[src/rtl/clause_ctrl.sv]
// Sequencer for one Tsetlin clause: latches a request, drives the shared TA-bank
// controls, ANDs the TA results and, in training, feeds the clause result back.
module clause_ctrl #(
  parameter int          N_TA      = 8,
  parameter int          FB_CYCLES = 3,
  parameter int          TIMEOUT   = 15,
  parameter logic [15:0] LFSR_SEED = 16'hACE1
) (
  input  logic            clk,
  input  logic            rst,
  input  logic            start,
  input  logic            train,
  input  logic            feedback_type,
  input  logic [N_TA-1:0] literals,
  input  logic [N_TA-1:0] ta_ready,
  input  logic [N_TA-1:0] ta_done,
  input  logic [N_TA-1:0] ta_result,
  output logic            ta_enable,
  output logic            ta_training_sel,
  output logic [N_TA-1:0] ta_literal,
  output logic            ta_type_feedback,
  output logic            ta_clause_result,
  output logic [N_TA-1:0] ta_rand,
  output logic            busy,
  output logic            valid,
  output logic            clause_out,
  output logic            error
);

  localparam int MAXC = (TIMEOUT > FB_CYCLES + 2) ? TIMEOUT : FB_CYCLES + 2;
  localparam int CW   = $clog2(MAXC + 1);

  typedef enum logic [1:0] {IDLE, WAIT_RDY, RUN, FINISH} state_t;

  state_t        state, state_nx;
  logic [CW-1:0] cnt;
  logic [15:0]   lfsr;
  logic          train_q, clause_q;
  logic          all_rdy, all_done, all_res;
  logic          cnt_to, cnt_fb, cnt_eval;
  logic          accept, fin_set, fin_err, fin_val;

  assign all_rdy  = &ta_ready;
  assign all_done = &ta_done;
  assign all_res  = &ta_result;
  assign cnt_to   = (cnt == CW'(TIMEOUT - 1));
  assign cnt_fb   = (cnt == CW'(FB_CYCLES + 1));
  assign cnt_eval = (cnt == CW'(1));

  assign busy    = (state != IDLE);
  assign valid   = (state == FINISH);
  assign ta_rand = lfsr[N_TA-1:0];

  // Enable and feedback lines decode straight from state so an async reset
  // drops them without waiting for a clock.
  always_comb begin
    state_nx         = state;
    accept           = 1'b0;
    fin_set          = 1'b0;
    fin_err          = 1'b0;
    fin_val          = 1'b0;
    ta_enable        = 1'b0;
    ta_training_sel  = 1'b0;
    ta_clause_result = 1'b0;
    case (state)
      IDLE: if (start) begin
        accept   = 1'b1;
        state_nx = WAIT_RDY;
      end
      WAIT_RDY: begin
        if (all_rdy) state_nx = RUN;
        else if (cnt_to) begin
          state_nx = FINISH;
          fin_set  = 1'b1;
          fin_err  = 1'b1;
        end
      end
      RUN: begin
        ta_enable       = 1'b1;
        ta_training_sel = train_q;
        if (train_q) begin
          // cnt 0: TAs evaluate; cnt 1: result is live; later: held copy.
          if (cnt_eval)         ta_clause_result = all_res;
          else if (cnt != '0)   ta_clause_result = clause_q;
          if (cnt_fb) begin
            state_nx = FINISH;
            fin_set  = 1'b1;
            fin_val  = clause_q;
          end
        end else if (all_done) begin
          state_nx = FINISH;
          fin_set  = 1'b1;
          fin_val  = all_res;
        end else if (cnt_to) begin
          state_nx = FINISH;
          fin_set  = 1'b1;
          fin_err  = 1'b1;
        end
      end
      FINISH:  state_nx = IDLE;
      default: state_nx = IDLE;
    endcase
  end

  always_ff @(posedge clk or posedge rst) begin
    if (rst) begin
      state            <= IDLE;
      cnt              <= '0;
      lfsr             <= LFSR_SEED;
      train_q          <= 1'b0;
      clause_q         <= 1'b0;
      ta_literal       <= '0;
      ta_type_feedback <= 1'b0;
      clause_out       <= 1'b0;
      error            <= 1'b0;
    end else begin
      state <= state_nx;
      lfsr  <= {1'b0, lfsr[15:1]} ^ (lfsr[0] ? 16'hB400 : 16'h0000);
      // cnt restarts on every state entry and only runs in the waiting states
      if ((state == WAIT_RDY || state == RUN) && state_nx == state) cnt <= cnt + CW'(1);
      else                                                          cnt <= '0;
      if (accept) begin
        ta_literal       <= literals;
        train_q          <= train;
        ta_type_feedback <= feedback_type;
        error            <= 1'b0;
      end
      if (state == RUN && train_q && cnt_eval) clause_q <= all_res;
      if (fin_set) begin
        clause_out <= fin_val;
        error      <= fin_err;
      end
    end
  end

endmodule

[config.mk]
export PLATFORM = sky130hd
export DESIGN_NAME = clause_ctrl
export DESIGN_NICKNAME = d
export VERILOG_FILES = /design/src/rtl/clause_ctrl.sv
export SDC_FILE = /design/constraint.sdc
export NUM_CORES = 1
export LEC_CHECK = 0
export BUFFER_PORTS_ARGS = -buffer_cell sky130_fd_sc_hd__buf_2
export CAP_MARGIN = 0
export CORE_MARGIN = 1.5
export CORE_UTILIZATION = 50
export CTS_BUF_LIST = sky130_fd_sc_hd__clkbuf_16
export DETAILED_ROUTE_END_ITERATION = 8
export PLACE_DENSITY = 0.86
export SYNTH_ARGS = -nofsm -noshare
export SYNTH_HDL_FRONTEND = slang
export SYNTH_SLANG_ARGS = --single-unit
[constraint.sdc]
create_clock -name clk -period 3.45 [get_ports clk]
set_clock_uncertainty 0.05 [all_clocks]
set_input_delay 0 -clock clk [delete_from_list [all_inputs] [get_ports clk]]
set_output_delay 0 -clock clk [all_outputs]
set_load 0.005 [all_outputs]
==> results.txt, run 1 <==
N_diodes -> 0
Synth cell types -> 36
Hold path start -> start
Reg-to-reg slack, setup -> 1.48 ns
Slowest CP cell -> dfrtp_1
Max-Cap Viols -> 0
Pwr per Cell Area -> 621 mW/mm2
Number of synthesized register bits -> 35
Initial Util -> 0.532
Average cell area after synthesis -> 11.7 um2
PortBufs -> 60
Syn Nets -> 187
Via density -> 5.14
EDFF count, synth -> 0
Io pins -> 61
Worst slew margin -> 0.671
FF-to-FF End -> clause_out
Crit. End Element -> register
Fin. Hold Viols -> 0
Setup bufs post-CTS -> 0
Tcrit/Tclk final -> 0.572
Post-Synthesis Cells -> 141
Final setup vio count -> 0
Remaining antenna violation count -> 0
Iter 0 DRT Violations -> 46
CTS buffer count -> 5
Total track usage -> 0.202
WP buf/inv -> 1
Clk root buf -> clkbuf_16
CP max stage delay -> 0.43 ns
Number of global-route vias before repair -> 1205
Clk_lat worst skew -> 0.27 ns
Slew Viols, Final -> 0
CTS clk-pin slew, worst paths -> 0.05 ns
Rows -> 20
Static Leak -> 0.00111 uW
Clock period minus worst slack -> 1.97 ns
Routed wire per std cell -> 13.5 um
Outcome -> complete, no violations
Transition time of the tightest slew-check pin -> 0.493 ns
Critical path class -> reg2reg
Max VDD drop -> 0.438 mV
First-pass GRT wire length -> 5.28 mm
Commonest cells post-synth -> dfrtp_1 (27), mux2_2 (12), nor2_1 (10)
Critical Path Start Type -> register
CTS tree -> yes
Sequential area share after synthesis -> 0.537
Crit path cell chain -> inv_1, ha_1, and3_4, o311a_1, o21ai_1, mux2_2
Synth area leader -> dfrtp_1
Worst hold path type -> in2reg
Die area -> 0.00365 mm2
Fraction of layout cells with a size suffix above 1 -> 0.429
Worst-case reg-to-reg path depth -> 6
Post-DP HPWL -> 2.36 mm
Hold endpoint -> state[1]
Mapped cell area -> 0.00165 mm2
Die width -> 60.5 um
Core ar. -> 0.00310 mm2
DRC errors left -> 0
Area Growth Syn to Fin -> 32.6%
DRT Pass-1 Iters -> 4
RSZ-0062 raised after global routing -> false
Worst r2r src -> cnt[0]
Setup tns final -> 0 ns
CP delay by family, top -> compound AO/OA/AOI/OAI gates
Cell with the most instances after synthesis -> dfrtp_1
Largest net degree at the start of global routing -> 36
Detailed Route WL -> 3.42 mm
Initial antenna violation count -> 0
# nets final -> 255
Hold Path Depth -> 3
Ys flop type -> dfrtp_1
Max Fclk -> 507 MHz
YS warnings -> 0
DR vias -> 1306
Max Fanout on Critical Path -> 5
Share of flip-flops with an asynchronous set or reset -> 1.00
Ranking of synthesized cells by area -> dfrtp_1 (41%), dfstp_2 (13%), mux2_2 (8.2%), ha_1 (6.8%), buf_4 (3.6%)
Yosys top cell area share -> 0.409
Fin area -> 0.00219 mm2
Worst Path Arrival -> 2.08 ns
Final GP Congestion -> 0.910
Grt total ovfl -> 0
Area post-placement -> 0.00194 mm2
Die Height -> 60.5 um
Worst EP required -> 3.56 ns
Sink Count -> 35
Clk buf depth -> 2
CTS H-Tree Depth -> 2
-- report_power, final --
part	internal, uW	leakage (uW)	total [uW]	switching, uW
logic	202	0.000599	397	196
clock network	260	0.0000762	409	149
registers	486	0.000434	553	66.8
total	948	0.00111	1360	411
-- layout by cell type (no fill, tap or decap), drive strengths merged, types with 2 or more instances in the layout --
| master | instances |
|---|---|
| mux2 | 12 |
| nand3 | 4 |
| a21oi | 3 |
| dlygate4sd3 | 11 |
| o21a | 2 |
| xor2 | 4 |
| nor3 | 4 |
| buf | 61 |
| nand4 | 6 |
| dfrtp | 27 |
| nand2 | 8 |
| a32oi | 2 |
| clkbuf | 5 |
| nor2b | 2 |
| nor2 | 10 |
| ha | 9 |
| o21ai | 6 |
| inv | 8 |
| nand3b | 3 |
| dfstp | 8 |
-- kinds of logic (layout without fill, tap and decap cells) --
| logic type | count (synthesis) | after routing | synth area share |
|---|---|---|---|
| and+or+nand+nor | 42 | 42 | 0.138 |
| buffers and inverters | 17 | 86 | 0.0576 |
| DFF | 35 | 35 | 0.537 |
| adders and majority gates | 9 | 9 | 0.0682 |
| muxes | 13 | 13 | 0.0879 |
| AOI/OAI and AO/OA | 20 | 20 | 0.0849 |
| xor gates and xnor gates | 5 | 5 | 0.0265 |
-- repair_timing --
item	in CTS	in global routing
hold buffers	11	0
endpoints found under the hold margin	37	0
resized for setup	0	0
-- final cells by class --
cell class / instances / area (um2)
tap: 44 / 55.1
fill: 229 / 915
timing repair buffer: 72 / 418
clock buffer: 5 / 125
multi-input combinational: 89 / 669
sequential: 35 / 886
clock inverter: 3 / 12.5
inverter: 6 / 22.5
-- registers in the layout, indices dropped and copies added (netlist names), 2 cells and up --
signal and count:
ta_literal 8, state 2, cnt 4, lfsr 16
-- worst max path at each step --
stage	slack [ns]	start	depth (start not counted)	to
6_report	1.48	cnt[0]	6	clause_out
5_1_grt	1.36	cnt[0]	6	clause_out
4_1_cts	1.48	cnt[0]	6	clause_out
3_5_place_dp	1.47	cnt[0]	6	clause_out
3_3_place_gp	1.53	cnt[0]	6	clause_out
2_1_floorplan	1.59	cnt[0]	6	clause_out
-- per-stage QoR --
| stage | cells | util | hold WS (ns) | worst slack [ns] | total power [uW] |
|---|---|---|---|---|---|
| 3_3_place_gp | 235 | 0.625 | 0.0628 | 1.53 | 925 |
| 6_report | 254 | 0.705 | 0.0273 | 1.48 | 1360 |
| 4_1_cts | 254 | 0.705 | 0.00894 | 1.48 | 1370 |
| 2_1_floorplan | 141 | - | 0.0984 | 1.59 | 807 |
| 5_1_grt | 254 | 0.705 | 0.0268 | 1.36 | 1440 |
| 3_5_place_dp | 235 | 0.625 | 0.0559 | 1.47 | 940 |
-- per-layer routing --
metal | global-route usage | up-vias | wire, um
li1 | - | 626 | -
met1 | 0.256 | 613 | 1460
met2 | 0.337 | 63 | 1660
met3 | 0.0512 | 4 | 269
met4 | 0.0776 | 0 | 32
met5 | 0 | - | 0
-- worst min-delay path: stages --
cell	delay (ns)
buf_2	0.11
nand3b_1	0.10
o21ai_0	0.08
Note: power is estimated with default switching activity, not from simulation.
==> run 2: changes to the inputs <==
--- a/config.mk
+++ b/config.mk
@@ -8,10 +8,10 @@
 export BUFFER_PORTS_ARGS = -buffer_cell sky130_fd_sc_hd__buf_2
 export CAP_MARGIN = 0
 export CORE_MARGIN = 1.5
-export CORE_UTILIZATION = 50
+export CORE_UTILIZATION = 48
 export CTS_BUF_LIST = sky130_fd_sc_hd__clkbuf_16
 export DETAILED_ROUTE_END_ITERATION = 8
-export PLACE_DENSITY = 0.86
+export PLACE_DENSITY = 0.83
 export SYNTH_ARGS = -nofsm -noshare
 export SYNTH_HDL_FRONTEND = slang
 export SYNTH_SLANG_ARGS = --single-unit
==> constraint.sdc (replaced) <==
create_clock -name clk -period 1.91 [get_ports clk]
set_clock_uncertainty 0.05 [all_clocks]
set_input_delay 0 -clock clk [delete_from_list [all_inputs] [get_ports clk]]
set_output_delay 0 -clock clk [all_outputs]
set_load 0.005 [all_outputs]
==> run 2 against run 1 <==
  * Clock power increased by 79%
  * Sequential share of layout area down 1.4 points
  * Final area grew 3.7%
  * Critical path type unchanged
  * Setup slack got worse by 1.4 ns
  * Largest cell class unchanged
  * Combinational power grew 99%
  * Non-clock buffer count rose by 6
  * Flip-flop and latch count is the same
==> results.txt, run 2 (synthesis gave the netlist of run 1 again) <==
# nets final -> 261 (+2.4%)
Total track usage -> 0.198 (-0.00428)
Final setup vio count -> 0 (unchanged)
Area Growth Syn to Fin -> 37.5%
Critical Path Start Type -> register
Tcrit/Tclk final -> 0.973 (+0.401)
Io pins -> 61 (unchanged)
Sw frac -> 0.304 (+0.00177)
Clock period minus worst slack -> 1.86 ns (-0.115 ns)
Worst r2r src -> cnt[1]
Max Fanout on Critical Path -> 4 (-1)
Worst EP required -> 2.03 ns (-1.53 ns)
Outcome -> complete, no violations
Slew Viols, Final -> 0 (unchanged)
Storage cell area -> 887 um2 (+0.14%)
CTS H-Tree Depth -> 2 (unchanged)
M1 WL -> 1.47 mm (+0.89%)
DRT Pass-1 Iters -> 4 (unchanged)
Number of global-route vias before repair -> 1234 (+2.4%)
Logic pwr share -> 0.314 (+0.022)
Max-Cap Viols -> 0 (unchanged)
WHS -> 0.0321 ns (+0.00479 ns)
Fin. Hold Viols -> 0 (unchanged)
Worst-case reg-to-reg path depth -> 5 (-1)
WP depth -> 5 (-1)
First-pass GRT wire length -> 5.40 mm (+2.2%)
Area post-placement -> 0.00197 mm2 (+1.7%)
Post-DP HPWL -> 2.36 mm (about the same)
DR top layer -> met3
Fin area -> 0.00227 mm2 (+3.7%)
N_diodes -> 0 (unchanged)
Die width -> 61.6 um (+2.0%)
Largest net degree at the start of global routing -> 36 (unchanged)
Critical path startpoint -> cnt[1]
Pwr per Cell Area -> 1110 mW/mm2 (+79%)
Fillers -> 249 (+8.7%)
Transition time of the tightest slew-check pin -> 0.414 ns (-0.0782 ns)
Initial antenna violation count -> 0 (unchanged)
Rows -> 21 (+5.0%)
Clk_lat worst skew -> 0.27 ns (about the same)
Most flops, register -> lfsr
Core ar. -> 0.00331 mm2 (+6.7%)
Iter 0 DRT Violations -> 60 (+30%)
Sink Count -> 35 (unchanged)
Sequential fraction of design power -> 0.395 (-0.012)
Critical path class -> reg2reg
Core Util, Final -> 0.686 (-0.0197)
Max VDD drop -> 0.855 mV (+95%)
CP delay by family, top -> compound AO/OA/AOI/OAI gates
Via density -> 4.97 (-3.4%)
P_sw -> 768 uW (+87%)
Largest registers -> lfsr x16, ta_literal x8, cnt x4
Clk root buf -> clkbuf_16
Final GP Congestion -> 0.938 (+3.1%)
CTS buffer count -> 5 (unchanged)
CP max stage delay -> 0.44 ns (about the same)
Multi-input logic area -> 703 um2 (+5.0%)
WP buf/inv -> 0 (-1)
Number of flip-flops in the largest register -> 16 (unchanged)
Slowest CP cell -> dfrtp_2
Crit. End Element -> register
Static Leak -> 0.00113 uW (+2.1%)
Clk pwr share -> 0.290 (-0.011)
CTS clk-pin slew, worst paths -> 0.05 ns (about the same)
CTS tree -> yes
PortBufs -> 60 (unchanged)
Setup tns final -> 0 ns (unchanged)
Metal2 WL -> 1.74 mm (+4.5%)
Max Fclk -> 538 MHz (+6.2%)
DRC errors left -> 0 (unchanged)
Hold path start -> start
Commonest non-fill, non-tap cell in the layout -> buf_2
Clk buf depth -> 2 (unchanged)
Initial Util -> 0.498 (-0.0334)
Detailed Route WL -> 3.48 mm (+1.7%)
Die area -> 0.00380 mm2 (+4.0%)
Most frequent cells in the layout -> buf_2 (60), dfrtp_1 (26), mux2_2 (12)
Routed wire per std cell -> 13.3 um (-1.4%)
Remaining antenna violation count -> 0 (unchanged)
Met3 routed WL -> 273 um (+1.5%)
Worst Path Arrival -> 1.98 ns (-0.10 ns)
Worst hold path type -> in2reg
Internal power component -> 1750 uW (+85%)
Fraction of layout cells with a size suffix above 1 -> 0.477 (+0.0483)
Hold Path Depth -> 3 (unchanged)
Worst slew margin -> 0.724 (+0.0529)
Die Height -> 61.6 um (+2.0%)
DR vias -> 1302 (-0.31%)
Grt total ovfl -> 0 (unchanged)
Crit path cell chain -> ha_4, and3_4, o311a_1, o31a_1, nor4b_2
run 2: cell types whose count changed in the layout (fill, tap and decap cells not counted), moves of 2 or more:
| cell | before | now |
|---|---|---|
| buf_4 | 1 | 7 |
| ha_1 | 9 | 6 |
| clkinv_1 | 0 | 2 |
| ha_2 | 0 | 2 |
| inv_1 | 8 | 6 |
run 2: through the flow:
stage / power (uW) / setup slack (ns) / cells
after floorplan: 1460 / 0.0520 / 141
after global placement: 1690 / 0.140 / 241
after detailed placement: 1720 / 0.0652 / 241
after CTS: 2490 / 0.0116 / 260
after global routing: 2700 / -0.0236 / 262
final: 2520 / 0.0520 / 262
run 2: final timing paths:
| check | endpoint | slack [ns] |
|---|---|---|
| worst max register to register | cnt[0] | 0.05 |
| worst max-delay path | cnt[0] | 0.05 |
| min in group asynchronous | ta_literal[6] | 0.30 |
| worst min-delay path | state[1] | 0.03 |
| max in group asynchronous | lfsr[10] | 1.17 |
| worst min register to register | lfsr[11] | 0.31 |
run 2: final cells by class:
type,count,share of cell area
clock buffers,5,0.0551
clock inverters,3,0.00496
inverters,6,0.00992
multi-input cells,89,0.310
flip-flops and latches,35,0.391
well taps,46,0.0254
repair buffers,78,0.204
run 2: power groups by stage:
stage / clock network (uW) / logic, uW / registers (uW)
floorplan: 0 / 479 / 978
global placement: 0 / 702 / 987
detailed placement: 0 / 722 / 999
CTS: 754 / 745 / 989
global route: 783 / 896 / 1020
finish: 733 / 792 / 998
run 2: worst reg2reg max path, stage by stage (launching register included):
cell,delay (ns)
dfrtp_2,0.44
ha_4,0.18
and3_4,0.18
o311a_1,0.30
o31a_1,0.35
nor4b_2,0.25
run 2: routing by layer:
metal,track usage,vias to the layer above
met5,0,-
met4,0.0274,0
met3,0.0651,0
met2,0.346,65
met1,0.246,600
li1,-,637
run 2: what timing repair did:
| action | CTS | global route |
|---|---|---|
| endpoints found under the setup margin | 0 | 5 |
| hold endpoints to repair | 37 | 0 |
| resized for setup | 0 | 10 |
| hold buffers | 11 | 0 |
| buffers inserted | 0 | 2 |
==> run 3: changes to the inputs <==
--- a/config.mk
+++ b/config.mk
@@ -11,7 +11,7 @@
 export CORE_UTILIZATION = 48
 export CTS_BUF_LIST = sky130_fd_sc_hd__clkbuf_16
 export DETAILED_ROUTE_END_ITERATION = 8
-export PLACE_DENSITY = 0.83
+export PLACE_DENSITY = 0.82
 export SYNTH_ARGS = -nofsm -noshare
 export SYNTH_HDL_FRONTEND = slang
 export SYNTH_SLANG_ARGS = --single-unit
==> run 3 against run 2 <==
  * Die area unchanged
  * First-iteration DRC count increased by 20%
  * Non-clock buffer count increased by 5
  * Flip-flop and latch count unchanged
  * Critical path depth unchanged
  * Register-to-register slack got worse by 0.04 ns
  * Global-route usage increased by 0.42 points
  * Combinational power increased by 3.9%
  * Maximum frequency decreased by 2.2%
  * Cell count increased by 1.9%
  * Critical path type unchanged
  * Largest power group unchanged
==> results.txt, run 3 (synthesis gave the netlist of run 1 again) <==
Die width -> 61.6 um (unchanged)
Initial antenna violation count -> 0 (unchanged)
Routed wire per std cell -> 13.2 um (-0.55%)
Fraction of layout cells with a size suffix above 1 -> 0.498 (+0.0209)
Rows -> 21 (unchanged)
Die Height -> 61.6 um (unchanged)
Fin. Hold Viols -> 0 (unchanged)
Setup tns final -> 0 ns (unchanged)
Worst EP required -> 2.03 ns (about the same)
CP delay by family, top -> compound AO/OA/AOI/OAI gates
Worst Path Arrival -> 2.02 ns (+0.04 ns)
Max-Cap Viols -> 0 (unchanged)
Area post-placement -> 0.00198 mm2 (+0.38%)
CTS clk-pin slew, worst paths -> 0.05 ns (about the same)
Crit path cell chain -> ha_2, and3_4, o311a_1, o31a_1, nor4b_2
Io pins -> 61 (unchanged)
Largest registers -> lfsr x16, ta_literal x8, cnt x4
Slowest CP cell -> dfrtp_1
Final setup vio count -> 0 (unchanged)
Final GP Congestion -> 0.894 (-4.7%)
Via density -> 5.04 (+1.4%)
Max VDD drop -> 1.14 mV (+33%)
DR vias -> 1346 (+3.4%)
Clk_lat worst skew -> 0.28 ns (about the same)
Static Leak -> 0.00115 uW (+1.8%)
Slew Viols, Final -> 0 (unchanged)
PortBufs -> 60 (unchanged)
Critical path class -> reg2reg
Grt total ovfl -> 0 (unchanged)
Worst hold path type -> in2reg
Clk root buf -> clkbuf_16
Remaining antenna violation count -> 0 (unchanged)
DRT Pass-1 Iters -> 4 (unchanged)
WP buf/inv -> 0 (unchanged)
Initial Util -> 0.498 (unchanged)
CP max stage delay -> 0.41 ns (-0.03 ns)
Die area -> 0.00380 mm2 (unchanged)
WHS -> 0.0189 ns (-0.0132 ns)
Commonest non-fill, non-tap cell in the layout -> buf_2
RSZ-0062 raised after global routing -> true
Most frequent cells in the layout -> buf_2 (60), dfrtp_1 (26), mux2_2 (12), buf_4 (12), dlygate4sd3_1 (11)
Final WS setup -> 0.0105 ns (-0.0416 ns)
Max Fclk -> 526 MHz (-2.2%)
Area Growth Syn to Fin -> 39.6%
Fin area -> 0.00230 mm2 (+1.5%)
First-pass GRT wire length -> 5.44 mm (+0.91%)
Tcrit/Tclk final -> 0.995 (+0.0218)
Worst slew margin -> 0.575 (-0.149)
# nets final -> 266 (+1.9%)
Clock period minus worst slack -> 1.90 ns (+0.0416 ns)
Total track usage -> 0.202 (+0.00423)
Iter 0 DRT Violations -> 72 (+20%)
Crit. End Element -> register
Transition time of the tightest slew-check pin -> 0.638 ns (+0.223 ns)
Post-DP HPWL -> 2.33 mm (-1.3%)
Critical Path Start Type -> register
CTS H-Tree Depth -> 2 (unchanged)
DRC errors left -> 0 (unchanged)
Pwr per Cell Area -> 1130 mW/mm2 (+1.4%)
Fillers -> 252 (+1.2%)
Most flops, register -> lfsr
Largest net degree at the start of global routing -> 20 (-44%)
Number of global-route vias before repair -> 1234 (unchanged)
N_diodes -> 0 (unchanged)
Core ar. -> 0.00331 mm2 (unchanged)
Max Fanout on Critical Path -> 4 (unchanged)
Outcome -> complete, no violations
Number of flip-flops in the largest register -> 16 (unchanged)
Sink Count -> 35 (unchanged)
CTS buffer count -> 5 (unchanged)
Clk buf depth -> 2 (unchanged)
Detailed Route WL -> 3.53 mm (+1.4%)
CTS tree -> yes
Pre-CTS WS -> 0.00971 ns (-0.0555 ns)
-- run 3: final timing paths --
kind                       depth (start not counted)  slack [ns]          to     from
max                                                5        0.01      cnt[0]   cnt[1]
min                                                3        0.02    state[1]    start
max reg2reg                                        5        0.01      cnt[0]   cnt[1]
min reg2reg                                        0        0.30     lfsr[8]  lfsr[9]
max in group asynchronous                          4        0.93  clause_out      rst
min in group asynchronous                          3        0.29    lfsr[14]      rst
-- run 3: where the power goes --
group | internal [uW] | switching (uW)
Sequential | 880 | 117
Combinational | 433 | 390
Clock | 479 | 297
Total | 1790 | 804
-- run 3: metal layers --
metal | global-route usage | routed length (um)
met1 | 0.249 | 1520
met4 | 0.0638 | 72
met3 | 0.0609 | 266
met5 | 0 | 0
met2 | 0.341 | 1670
-- run 3: final cells by class --
class                           instances  area [um2]  area share
Clock buffer                            5         125      0.0543
Clock inverter                          3        20.0     0.00869
Inverter                                6        22.5     0.00978
Multi-Input combinational cell         89         691       0.300
Sequential cell                        35         887       0.385
Tap cell                               46        57.6      0.0250
Timing Repair Buffer                   83         500       0.217
-- run 3: what timing repair did --
item,in CTS,in global routing
gates resized for setup,1,7
buffers inserted,2,4
pin swaps,3,2
hold buffers,11,0
setup endpoints to repair,1,5
endpoints found under the hold margin,19,0
-- run 3: worst reg2reg max path, stage by stage, from the launching register on --
cell	delay, ns
dfrtp_1	0.41
ha_2	0.21
and3_4	0.19
o311a_1	0.32
o31a_1	0.35
nor4b_2	0.27
-- run 3: through the flow --
step                      instances  total power, uW   util
after detailed placement        242             1720  0.598
after floorplan                 141             1460      -
after global routing            267             2750  0.696
after CTS                       263             2530  0.680
final                           267             2600  0.696
after global placement          242             1700  0.598
